File: config.mk
export PLATFORM = sky130hd
export DESIGN_NAME = ras_ckpt_stack
export DESIGN_NICKNAME = d
export VERILOG_FILES = /design/src/rtl/ras_ckpt_stack.sv
export SDC_FILE = /design/constraint.sdc
export NUM_CORES = 1
export LEC_CHECK = 0
export BUFFER_PORTS_ARGS = -buffer_cell sky130_fd_sc_hd__buf_4
export CAP_MARGIN = 20
export CORE_ASPECT_RATIO = 0.75
export CORE_MARGIN = 2
export CORE_UTILIZATION = 58
export DETAILED_ROUTE_END_ITERATION = 10
export GPL_ROUTABILITY_DRIVEN = 1
export PLACE_DENSITY = 0.84
export SLEW_MARGIN = 20
export SYNTH_ARGS = -nofsm -noshare
export SYNTH_HDL_FRONTEND = slang
export SYNTH_SLANG_ARGS = --single-unit
File: constraint.sdc
create_clock -name clk_i -period 2.8 [get_ports clk_i]
set_clock_uncertainty 0.1 [all_clocks]
set_input_delay 0.14 -clock clk_i [delete_from_list [all_inputs] [get_ports clk_i]]
set_output_delay 0.14 -clock clk_i [all_outputs]
set_load 0.05 [all_outputs]
File: src/rtl/ras_ckpt_stack.sv
// rtl/ras_ckpt_stack.sv - circular return-address stack with one-shot checkpoint/restore
// Optional checkpoint/restore path enabled by macro RAS_CKPT_RESTORE_EN.
module ras_ckpt_stack #(
  parameter int RAS_DEPTH = 2,
  parameter int VLEN      = 32
) (
  input  logic            clk_i,
  input  logic            rst_ni,
  input  logic            flush_i,
  input  logic            push_i,
  input  logic            pop_i,
  input  logic [VLEN-1:0] data_i,
  input  logic            ckpt_save_i,
  input  logic            ckpt_restore_i,
  output logic            valid_o,
  output logic [VLEN-1:0] ra_o,
  output logic            overflow_o,
  output logic            underflow_o
);

  localparam int PTR_W = (RAS_DEPTH > 1) ? $clog2(RAS_DEPTH) : 1;
  localparam int CNT_W = $clog2(RAS_DEPTH + 1);

  logic [VLEN-1:0]  mem [RAS_DEPTH];
  logic [PTR_W-1:0] tos;
  logic [CNT_W-1:0] cnt;
  logic [PTR_W-1:0] tos_inc;
  logic [PTR_W-1:0] tos_dec;

`ifdef RAS_CKPT_RESTORE_EN
  logic [PTR_W-1:0] snap_tos;
  logic [CNT_W-1:0] snap_cnt;
  logic [VLEN-1:0]  snap_top;
  logic             snap_valid;
`else
  logic unused_ckpt;
  assign unused_ckpt = ckpt_save_i ^ ckpt_restore_i;
`endif

  // Explicit wrap so non-power-of-two depths stay inside the array.
  assign tos_inc = (tos == PTR_W'(RAS_DEPTH - 1)) ? '0 : tos + 1'b1;
  assign tos_dec = (tos == '0) ? PTR_W'(RAS_DEPTH - 1) : tos - 1'b1;

  assign valid_o = (cnt != '0);
  assign ra_o    = valid_o ? mem[tos] : '0;

  always_ff @(posedge clk_i or negedge rst_ni) begin
    if (!rst_ni) begin
      for (int i = 0; i < RAS_DEPTH; i++) mem[i] <= '0;
      tos         <= '0;
      cnt         <= '0;
      overflow_o  <= 1'b0;
      underflow_o <= 1'b0;
`ifdef RAS_CKPT_RESTORE_EN
      snap_tos    <= '0;
      snap_cnt    <= '0;
      snap_top    <= '0;
      snap_valid  <= 1'b0;
`endif
    end else begin
      overflow_o  <= 1'b0;
      underflow_o <= 1'b0;
      if (flush_i) begin
        cnt <= '0;
`ifdef RAS_CKPT_RESTORE_EN
        snap_valid <= 1'b0;
`endif
      end
`ifdef RAS_CKPT_RESTORE_EN
      else if (ckpt_restore_i && snap_valid) begin
        // Rewrites the top slot too, undoing a speculative push over it.
        tos            <= snap_tos;
        cnt            <= snap_cnt;
        mem[snap_tos]  <= snap_top;
        snap_valid     <= 1'b0;
      end
`endif
      else begin
`ifdef RAS_CKPT_RESTORE_EN
        if (ckpt_save_i) begin
          snap_tos   <= tos;
          snap_cnt   <= cnt;
          snap_top   <= mem[tos];
          snap_valid <= 1'b1;
        end
`endif
        if (push_i && pop_i && (cnt != '0)) begin
          mem[tos] <= data_i;
        end else if (push_i) begin
          tos          <= tos_inc;
          mem[tos_inc] <= data_i;
          if (cnt == CNT_W'(RAS_DEPTH)) overflow_o <= 1'b1;
          else                          cnt        <= cnt + 1'b1;
        end else if (pop_i) begin
          if (cnt != '0) begin
            tos <= tos_dec;
            cnt <= cnt - 1'b1;
          end else begin
            underflow_o <= 1'b1;
          end
        end
      end
    end
  end

endmodule

==> qor.csv <==
metric,value,unit
status,"complete, no violations",
core,0.005766,mm²
syn_inst,236,
sw_frac_of_total,35.77,%
totalWireLength,7024,µm
clock_sinks,69,
rr_worst_depth,4,
worstHoldStart,push_i,
crit_type,reg2out,
ys_ff_latch,69,
finalHoldViolCount,0,
irDropWorstVdd,645.0,µV
place_hpwl,4428,µm
cts_tree,done,
insertion_delay,0.35,ns
synth_warnings,0,
die_w,92.79,µm
io_pins,74,
final_cell_mix,"buf_4 (77), dfrtp_1 (68), mux2_4 (60)",
maxCapViolCount,0,
comb_power_share,45.5,%
pwr_density_cell,1081,mW/mm²
r2r_slack,0.68,ns
fin_tns_setup,0,ns
hold_depth,3,
num-nets-final,384,
final.period_utilization,79.02,%
worstMarginPinSlew,0.8629,ns
setup_viol,0,
h-tree-depth,3,
syn_area,0.003430,mm²
yosysSeqAreaShare,50.35,%
cts_buffer_depth,2,
power,4.950,mW
end_kind,output port,
num_antenna_cells,0,
postCtsSetupRepairBufs,0,
grt_first_pass_wirelength,11700,µm
critPathLaunchType,register,
fmax,452.0,MHz
setup_ws,0.5875,ns
routedWlPerCell,16.41,µm
finalCriticalPeriod,2.212,ns
die_y,70.60,µm
grt_start_max_net_pins,70,
vias,2199,
antenna_found_initial,0,
crit_arrival,1.97,ns
avgSynthCellArea,14.53,µm²
numPortBuffers,71,
clkTransAtPathRegs,0.07,ns
layout-drive-gt1-share,46.57,%
leakage,2.369,nW
p_switching,1.770,mW
p_int,3.179,mW
cp.required,2.56,ns
die_area,0.006551,mm²
cts_root_buffer,clkbuf_8,
final_common_cell,buf_4,
start_util,59.48,%
synthDistinctLibCells,23,
gp_routability_congestion,0.7362,
drt-initial-drc-count,104,
p_seq_share,36.2,%
core.rowCount,24,
viasPerCell,5.138,
drc_errors,0,
rsz0062_at_grt,false,
synth_fp_nets,275,
critPathLaunch,cnt[1]$_DFFE_PN0P_,
hp-class,in2reg,
cts_resized,0,
layoutNonFillerInstCount,428,
area_delta_synth_final,33.53,%
ant_nets,0,
r2r-start,cnt[1]$_DFFE_PN0P_,
clock_power_share,18.2,%
slew_headroom,42.47,%
grt_pass1_vias,2351,
grt_overflow,0,
dp.cells,377,
grt_usage,23.55,%
drtPass1Iterations,4,
maxSlewViolCount,0,
crit_path_max_fanout,25,
cts_inserted_buffers,9,
post-place-ws,0.6785,ns
-- flip-flops by register name, summed over array words and instances (netlist names) --
| register | cells |
|---|---|
| tos | 1 |
| overflow_o | 1 |
| underflow_o | 1 |
| mem | 64 |
| cnt | 2 |
-- worst max-delay path, cell delays in order (launching register included) --
cell     delay (ns)
dfrtp_1        0.49
nor2_2         0.41
buf_4          0.38
nor2_1         0.13
buf_4          0.21
-- metrics by stage --
stage | hold slack (ns) | cell area, µm² | util, %
after CTS | 0.01770 | 4579 | 79.43
after floorplan | -0.2556 | 3430 | -
after global routing | 0.06014 | 4579 | 79.43
final | 0.03052 | 4579 | 79.43
after global placement | 0.1932 | 4005 | 69.47
after detailed placement | 0.2071 | 4005 | 69.47
-- final timing paths --
| kind | endpoint |
|---|---|
| setup / recovery | ra_o[1] |
| hold / removal | underflow_o$_DFF_PN0_ |
| setup reg to reg | mem[55]$_DFFE_PN0P_ |
| hold reg to reg | mem[33]$_DFFE_PN0P_ |
| max in group asynchronous | tos$_DFFE_PN0P_ |
| min in group asynchronous | mem[61]$_DFFE_PN0P_ |
-- power by group through the flow --
stage	clock network (mW)	logic, mW	registers, mW
floorplan	0	1.82	1.68
global placement	0	2.17	1.76
CTS	0.912	2.26	1.78
finish	0.903	2.25	1.79
detailed placement	0	2.22	1.79
global route	0.954	2.39	1.86
-- Yosys cell counts (all sizes together) --
master,count,area [µm²]
and3b,2,17.52
nor2b,3,18.77
buf,10,87.58
nor3b,1,18.77
nand2b,1,6.260
nor2,35,131.4
mux2i,36,385.4
nand2,1,3.750
inv,1,3.750
mux2,64,945.9
clkbuf,4,16.26
xor2,1,8.760
o21ai,1,16.27
a211oi,1,7.510
and3,1,6.260
xnor2,1,8.760
a21oi,1,5.000
dfrtp,69,1727
nor3,3,15.01
-- layer usage --
metal	track usage (%)	share of wire, %
met2	37.04	47
met4	9.967	2.7
met1	31.57	46
met5	0	0
met3	6.070	4.7
-- final cells by class --
| class | instances | area (µm²) |
|---|---|---|
| flip-flops and latches | 69 | 1728 |
| multi-input cells | 152 | 1598 |
| fillers | 357 | 1186 |
| repair buffers | 112 | 928.4 |
| clock buffers | 10 | 137.6 |
| well taps | 78 | 97.59 |
| clock inverters | 6 | 86.33 |
| inverters | 1 | 3.754 |
-- cell families (layout without fill, tap and decap cells) --
family | count (synthesis) | count (layout) | synth area share [%]
AOI/OAI and AO/OA | 3 | 3 | 0.8392
and+or+nand+nor | 47 | 47 | 6.348
muxes | 100 | 100 | 38.82
DFF | 69 | 69 | 50.35
buffers and inverters | 15 | 129 | 3.137
xor gates and xnor gates | 2 | 2 | 0.5109
-- timing repair --
action,CTS,global route
hold endpoints to repair,136,0
hold buffers,35,0
endpoints found under the setup margin,0,0
(Power assumes the default switching activity.)
